[src/rtl/systolic_acc_drain_pkg.sv]
// systolic_acc_drain_pkg: shared FSM encoding, default widths and sign-extension helper
package systolic_acc_drain_pkg;

    typedef logic [0:0] state_t;

    localparam state_t IDLE = 1'b0;
    localparam state_t DRAIN = 1'b1;

    localparam int ACC_W_DEF = 40;
    localparam int OUT_W_DEF = 32;

    // Sign-extends the low w bits of v to 64 bits; callers truncate to the accumulator width.
    function automatic logic [63:0] sext_to_acc(input logic [63:0] v, input int w);
        return 64'($signed(v << (64 - w)) >>> (64 - w));
    endfunction

endpackage

[src/rtl/systolic_acc_drain_sat_narrow.sv]
// systolic_acc_drain_sat_narrow: combinational signed narrowing, saturating or truncating
module systolic_acc_drain_sat_narrow #(
    parameter int IN_W = 40,
    parameter int OUT_W = 32,
    parameter bit SAT_EN = 1'b1
) (
    input  logic [IN_W-1:0]  v_i,
    output logic [OUT_W-1:0] q_o,
    output logic             clip_o
);

    logic [IN_W-OUT_W:0] hi;
    logic ovf;

    // Value fits iff every bit from OUT_W-1 upward equals the sign bit.
    assign hi = v_i[IN_W-1:OUT_W-1];
    assign ovf = !(&hi || ~|hi);
    assign clip_o = SAT_EN && ovf;
    assign q_o = !clip_o ? v_i[OUT_W-1:0] :
                 v_i[IN_W-1] ? {1'b1, {(OUT_W-1){1'b0}}} : {1'b0, {(OUT_W-1){1'b1}}};

endmodule

[src/rtl/systolic_acc_drain.sv]
// systolic_acc_drain: column accumulators with ping-pong shadow bank drained one column per beat
module systolic_acc_drain
    import systolic_acc_drain_pkg::*;
#(
    parameter int ARR_SIZE = 4,
    parameter int IN_W = 32,
    parameter int ACC_W = ACC_W_DEF,
    parameter int OUT_W = OUT_W_DEF,
    parameter int ADDR_W = 4,
    parameter bit SAT_EN = 1'b1
) (
    input  logic                     clk_i,
    input  logic                     rst_ni,
    input  logic                     mac_valid_i,
    input  logic [ARR_SIZE*IN_W-1:0] mac_data_i,
    input  logic                     acc_clear_i,
    input  logic                     drain_req_i,
    input  logic [ADDR_W-1:0]        drain_base_addr_i,
    output logic                     busy_o,
    output logic                     ob_valid_o,
    input  logic                     ob_ready_i,
    output logic [ADDR_W-1:0]        ob_addr_o,
    output logic [OUT_W-1:0]         ob_data_o,
    output logic                     sat_flag_o
);

    localparam int IDX_W = $clog2(ARR_SIZE);

    state_t state_q, state_d;
    logic [IDX_W-1:0] idx_q, idx_d;
    logic [ADDR_W-1:0] base_q, base_d;
    logic sat_q, sat_d;
    logic start, beat, last, clip;
    logic [OUT_W-1:0] narrowed;
    logic [ACC_W-1:0] shad [ARR_SIZE];

    assign start = (state_q == IDLE) && drain_req_i;
    assign beat = ob_valid_o && ob_ready_i;
    assign last = idx_q == IDX_W'(ARR_SIZE - 1);

    for (genvar c = 0; c < ARR_SIZE; c++) begin : g_col
        logic [ACC_W-1:0] live_q, live_d, shad_q, shad_d, add, sum;
        assign add = mac_valid_i ? ACC_W'(sext_to_acc(64'(mac_data_i[c*IN_W +: IN_W]), IN_W)) : '0;
        assign sum = (acc_clear_i ? '0 : live_q) + add;
        // The drain cycle's add goes to the snapshot only, so live restarts from zero.
        assign live_d = start ? '0 : sum;
        assign shad_d = start ? sum : shad_q;
        assign shad[c] = shad_q;
        always_ff @(posedge clk_i or negedge rst_ni) begin
            if (!rst_ni) begin
                live_q <= '0;
                shad_q <= '0;
            end else begin
                live_q <= live_d;
                shad_q <= shad_d;
            end
        end
    end

    systolic_acc_drain_sat_narrow #(
        .IN_W(ACC_W),
        .OUT_W(OUT_W),
        .SAT_EN(SAT_EN)
    ) u_narrow (
        .v_i(shad[idx_q]),
        .q_o(narrowed),
        .clip_o(clip)
    );

    always_comb begin
        state_d = start ? DRAIN : (beat && last) ? IDLE : state_q;
        idx_d = start ? '0 : beat ? idx_q + 1'b1 : idx_q;
        base_d = start ? drain_base_addr_i : base_q;
        sat_d = (beat && clip) ? 1'b1 : acc_clear_i ? 1'b0 : sat_q;
    end

    always_ff @(posedge clk_i or negedge rst_ni) begin
        if (!rst_ni) begin
            state_q <= IDLE;
            idx_q <= '0;
            base_q <= '0;
            sat_q <= 1'b0;
        end else begin
            state_q <= state_d;
            idx_q <= idx_d;
            base_q <= base_d;
            sat_q <= sat_d;
        end
    end

    assign busy_o = state_q == DRAIN;
    assign ob_valid_o = busy_o;
    assign ob_addr_o = busy_o ? base_q + ADDR_W'(idx_q) : '0;
    assign ob_data_o = busy_o ? narrowed : '0;
    assign sat_flag_o = sat_q;

endmodule

[config.mk]
export PLATFORM = sky130hd
export DESIGN_NAME = systolic_acc_drain
export DESIGN_NICKNAME = d
export VERILOG_FILES = /design/src/rtl/systolic_acc_drain_pkg.sv /design/src/rtl/systolic_acc_drain_sat_narrow.sv /design/src/rtl/systolic_acc_drain.sv
export SDC_FILE = /design/constraint.sdc
export NUM_CORES = 1
export LEC_CHECK = 0
export CAP_MARGIN = 40
export CORE_MARGIN = 3
export CORE_UTILIZATION = 45
export CTS_BUF_LIST = sky130_fd_sc_hd__clkbuf_4 sky130_fd_sc_hd__clkbuf_8
export DETAILED_ROUTE_END_ITERATION = 10
export HOLD_SLACK_MARGIN = 0.08
export PLACE_DENSITY = 0.79
export SETUP_SLACK_MARGIN = 0.02
export SLEW_MARGIN = 20
export SYNTH_ARGS = -nofsm -noshare
export SYNTH_HDL_FRONTEND = slang
export SYNTH_SLANG_ARGS = --single-unit
[constraint.sdc]
create_clock -name clk_i -period 3.09 [get_ports clk_i]
set_input_delay 0.4635 -clock clk_i [delete_from_list [all_inputs] [get_ports clk_i]]
set_output_delay 0.4635 -clock clk_i [all_outputs]
set_load 0.03 [all_outputs]
# Word level (Yosys, flattened, before mapping)
# Cells that the tools add are included.
# W data, S select, Z words.
# op_classes
n_mux	25
add_sub_neg	6
bitwise	2
magnitude_cmp	1
reduce_logical	12
n_eq_ne	1
# ops
operator	n
$mux W40	14
$add A40 B40 Y40	4
$mux W32	3
$bmux W40 S2	1
$reduce_and A9 Y1	1
$reduce_or A9 Y1	1
$reduce_bool A2 Y1	3
$add A4 B2 Y4	1
$logic_and A1 B1 Y1	4
$mux W1	4
$mux W2	2
$mux W4	1
$ge A3 B3 Y1 const B	1
$not A2 Y3	1
$add A2 B1 Y2 const B	1
$eq A2 B2 Y1 const B	1
$logic_not A1 Y1	2
$logic_or A1 B1 Y1	1
$not A1 Y1	1
# totals
inputBits	138
output_inout_bits	39
reg_bits	328
wordCells	59

# Longest topological paths before layout
# logic_depth
word_depth	10
mapped_depth	15
depth_no_buf	12

# Cells and area by module
# From an unflattened synthesis, not the netlist that was laid out.
# unflattened
hier_cells	2712
area_unflattened_um2	23371.2
# modules_own_cells
mod	cells_each	seq_area_each_um2	instances	area_per_inst_um2
systolic_acc_drain	2627	8207.9	1	22806.9
systolic_acc_drain_sat_narrow	85	0.0	1	564.3

# Least setup slack after synthesis
# No wires, ideal clock.
# synth_timing
kind	input port to flip-flop
from	in acc_clear_i
to	reg g_col[2].shad_q[36]
path_buffers	2
setup_ns	0.129
arrival_ns	3.509
setup_slack_ns	-0.547
stages	14
required_ns	2.961
path_cell_list	clkbuf_1 -> clkbuf_1 -> nor2b_1 -> ha_1 -> fa_1 -> a211o_1 -> a21oi_1 -> o31ai_2 -> nor4b_4 -> o31ai_4 -> a311o_1 -> a21oi_2 -> xor2_1 -> o21ai_1
# synth_via
elab_chain_cells	2
# synth_rtl
element	line	text
start: declaration	systolic_acc_drain.sv:16	input logic acc_clear_i,
$mux W40	systolic_acc_drain.sv:44	assign sum = (acc_clear_i ? '0 : live_q) + add;
$add A40 B40 Y40	systolic_acc_drain.sv:44	
end signal: assignment	systolic_acc_drain.sv:52	shad_q <= '0;
end signal: assignment	systolic_acc_drain.sv:55	shad_q <= shad_d;
end: declaration	systolic_acc_drain.sv:42	logic [ACC_W-1:0] live_q, live_d, shad_q, shad_d, add, sum;
# No other way between the ends.
# A chain may end at the register's enable or synchronous reset.

# Final worst setup path
# layout_timing
from	reg idx_q[0]
to	out ob_data_o[12]
# layout_via
elab_chain_cells	9
word_cells_on_any_way	11
classes_between	mux: 6; bitwise: 1; reduce/logical: 4
# layout_rtl
element	line	text
start: declaration	systolic_acc_drain.sv:30	logic [IDX_W-1:0] idx_q, idx_d;
start signal: assignment	systolic_acc_drain.sv:85	idx_q <= idx_d;
$not A2 Y3 (not written as such) *	systolic_acc_drain.sv:65	.v_i(shad[idx_q]),
$bmux W40 S2 *	systolic_acc_drain.sv:65	
$mux W40 (not written as such) * (2 in series)	systolic_acc_drain.sv:65	
$reduce_or A9 Y1	systolic_acc_drain_sat_narrow.sv:17	assign ovf = !(&hi || ~|hi);
$logic_not A1 Y1	systolic_acc_drain_sat_narrow.sv:17	
$logic_or A1 B1 Y1	systolic_acc_drain_sat_narrow.sv:17	
$mux W32 *	systolic_acc_drain_sat_narrow.sv:19	assign q_o = !clip_o ? v_i[OUT_W-1:0] :
$mux W32 *	systolic_acc_drain.sv:94	assign ob_data_o = busy_o ? narrowed : '0;
end: declaration	systolic_acc_drain.sv:23	output logic [OUT_W-1:0] ob_data_o,
# Every way passes the cells marked *; elsewhere a longest branch is shown, timed or not. The select of a mux whose other input is x is not followed.

==> results_dict.tcl <==
set metrics [dict create \
    outcome "finished, violations left" \
    clkTransAtPathRegs_ns 0.06 \
    synth-simple-area-share 0.220 \
    yosys_warnings 0 \
    setup_viol 31 \
    muxShareOfSynthArea 0.0400 \
    violations "setup timing" \
    max_cap_violations 0 \
    grt_pass1_wl_mm 119 \
    critPathSlowestCell "dfrtp_4" \
    grt_pass1_vias 22000 \
    cts-root-buf "clkbuf_8" \
    dp_hpwl_mm 58.3 \
    viasPerCell 5.55 \
    fp.coreArea_um2 49500 \
    hold_class "in -> reg" \
    utilization 0.637 \
    die_y_um 231 \
    fmaxAchievable_ghz 0.281 \
    h-tree-depth 2 \
    clkSinkCount 328 \
    startpoint_type "register" \
    critPathBufInv 3 \
    cp_max_fo 23 \
    syn_area_um2 22800 \
    synth_fa_ha_area_frac 0.0916 \
    synthFlopType "dfrtp_1" \
    max_stage_delay_ns 0.52 \
    drtAntennaViolNets 0 \
    ys_ff_latch 328 \
    drc 0 \
    async_flop_share 1.00 \
    synth_compound_area_frac 0.197 \
    hold_viol_final 0 \
    cpLargestDelayFamily "simple AND/OR/NAND/NOR gates" \
    core.rowCount 81 \
    ys_types 77 \
    slew_headroom 0.538 \
    worstSetupPathType "reg -> out" \
    avgSynthCellArea_um2 8.77 \
    peakVddDrop_v 0.000772 \
    antenna_found_initial 2 \
    setup_ws_ns -0.464 \
    area_growth_pct 38.0 \
    layout.cells.non_filler 3938 \
    nets 3525 \
    postRouteWirelength_mm 77.2 \
    via_count 21900 \
    synth_seq_area_share 0.360 \
    worst_pin_slew_ns 0.693 \
    fin_skew_ns 0.0382 \
    slew_viol_final 0 \
    avgRoutedWirePerCell_um 19.6 \
    placed_cells 3806 \
    cts_buffer_depth 3 \
    fp.dieW_um 231 \
    dr.pass1.iters 5 \
    track_usage 0.280 \
    grt_max_degree 106 \
    final_layout_size_suffix_gt1_frac 0.270 \
    whs_ns 0.338 \
    post-route-cell-area_um2 31500 \
    clkLatencyLatePin_ns 0.67 \
    place_ws_ns -0.624 \
    ioPinCount 177 \
    drt-initial-drc-count 1894 \
    start_util 0.461 \
    rsz0062_at_grt "true" \
    gr-total-overflow 0 \
    cp-end-kind "output pin" \
    tritoncts "built" \
    dieArea_um2 53400 \
    p_leak_nw 15.1 \
    power_density_nw_per_um2 887 \
    portBuffers 176 \
    synth_top_family_by_area "simple AND/OR/NAND/NOR gates" \
    postSynthCellCount 2600 \
    gp_congestion 0.990 \
    timing.final.crit_share 1.15 \
    cts_inserted_buffers 59 \
    synth_fp_nets 2902 \
    synth-edff-count 0 \
    path_cells "buf_4 -> mux4_2 -> nor4_2 -> nand2_1 -> o21ai_2 -> o21ai_4 -> nor2b_4 -> buf_12 -> o21a_1 -> buf_6" \
    placed_area_um2 29200 \
    synth-xor-area-share 0.0595 \
    fin_crit_ns 3.55 \
    required_ns 2.63 \
    cp.arrival_ns 3.09 \
]
## metrics by stage
stage                     setup TNS (ns)  power (mW)
after floorplan                    -2.46        14.7
after global placement            -53.56        21.1
after detailed placement          -63.08        21.5
after CTS                         -13.96        27.3
after global routing              -17.30        29.3
final                             -13.62        27.9
## repair_timing
action,in CTS,in global routing
buffers inserted,14,5
setup endpoints to repair,52,126
hold buffers,1,0
gates resized for setup,76,110
pin swaps,16,68
hold endpoints to repair,67,0
## cell type report
cell class	count	area (um^2)
clock buffer	79	1060
multi-input combinational	2084	14600
fill	4020	18000
timing repair buffer	719	6250
tap	664	831
antenna	2	5.00
sequential	328	8220
inverter	31	116
clock inverter	31	384
## kinds of logic (layout without fill, tap and decap cells)
logic type,Yosys count,after routing
AOI/OAI and AO/OA,706,706
and+or+nand+nor,1018,1018
adders and majority gates,164,164
buffers and inverters,188,860
other,0,2
muxes,41,41
DFF,328,328
xor gates and xnor gates,155,155
## worst reg2reg max path: cells and delay by family, from the launching register on
kind	cells	cell delay, ns
and+or+nand+nor	5	0.84
adders and majority gates	1	0.31
AOI/OAI and AO/OA	5	1.25
DFF	1	0.35
buffers and inverters	1	0.13
## metal layers
metal,part of all wire,global-route usage,vias up
met2,0.46,0.455,740
met4,0.044,0.118,0
met5,0,0,-
met1,0.43,0.378,10600
li1,-,-,10300
met3,0.067,0.0388,163
## sequential cells by signal (all words and copies together), names as in the netlist
name,count
g_col.shad_q,160
g_col.live_q,160
idx_q,2
sat_flag_o,1
base_q,4
busy_o,1
## cells in the mapped netlist, drive strengths merged (3+ instances only)
| master | instances | area (um^2) |
|---|---|---|
| a2111oi | 3 | 45.1 |
| a211o | 6 | 52.6 |
| a211oi | 14 | 110 |
| a21boi | 5 | 41.3 |
| a21o | 109 | 818 |
| a21oi | 168 | 871 |
| a221oi | 9 | 97.6 |
| a31oi | 19 | 119 |
| a41o | 5 | 50.1 |
| a41oi | 5 | 51.3 |
| and2 | 146 | 913 |
| and3 | 9 | 56.3 |
| and4 | 3 | 26.3 |
| buf | 8 | 43.8 |
| clkbuf | 149 | 559 |
| dfrtp | 328 | 8210 |
| fa | 5 | 100 |
| ha | 159 | 1990 |
| inv | 31 | 116 |
| mux4 | 40 | 901 |
| nand2 | 293 | 1100 |
| nand2b | 16 | 100 |
| nand3 | 24 | 120 |
| nand3b | 3 | 22.5 |
| nand4 | 47 | 294 |
| nor2 | 244 | 916 |
| nor2b | 203 | 1270 |
| nor3 | 6 | 30.0 |
| nor3b | 4 | 30.0 |
| nor4 | 9 | 56.3 |
| o211ai | 6 | 45.0 |
| o21a | 49 | 368 |
| o21ai | 238 | 1190 |
| o21bai | 29 | 218 |
| o221ai | 4 | 35.0 |
| o311ai | 4 | 50.1 |
| o31ai | 11 | 111 |
| o41ai | 3 | 33.8 |
| or2 | 3 | 18.8 |
| or3 | 6 | 42.5 |
| xnor2 | 92 | 806 |
| xor2 | 63 | 552 |
## worst paths after layout
check,startpoint,to,slack (ns),cells after the start
min in group asynchronous,rst_ni,g_col[1].live_q[25],0.40,2
worst min register to register,g_col[2].shad_q[5],g_col[2].shad_q[5],0.48,2
worst max register to register,g_col[1].live_q[1],g_col[1].live_q[39],0.07,12
worst min-delay path,drain_base_addr_i[0],base_q[0],0.34,3
worst max-delay path,idx_q[0],ob_data_o[12],-0.46,10
max in group asynchronous,rst_ni,g_col[0].live_q[7],1.79,3
## layout by cell type, fill, tap and decap left out, types with 7 or more instances in the layout
cell / instances
a21o_1: 109
nor2b_2: 20
and2_1: 144
nand3_1: 23
nor2_1: 242
o21a_1: 34
clkinv_2: 13
a21oi_2: 11
clkinvlp_4: 7
a211oi_1: 9
dfrtp_1: 326
xor2_1: 57
a21oi_1: 152
buf_4: 520
a31oi_1: 12
o21bai_1: 29
o21a_4: 14
o21ai_1: 31
mux4_2: 40
nor2b_1: 175
clkbuf_8: 74
nand2_1: 292
xnor2_1: 87
bufinv_16: 8
nand2b_1: 15
inv_1: 31
buf_6: 22
ha_1: 152
nand4_1: 47
buf_12: 33
nor2b_4: 8
o21ai_0: 201
clkdlybuf4s50_1: 137
and3_1: 9
## power by group
part | internal, mW | switching (mW) | total (mW)
Combinational | 7.61 | 8.17 | 15.8
Clock | 2.92 | 2.10 | 5.01
Sequential | 6.10 | 1.02 | 7.12
Note: power is estimated with default switching activity, not from simulation.
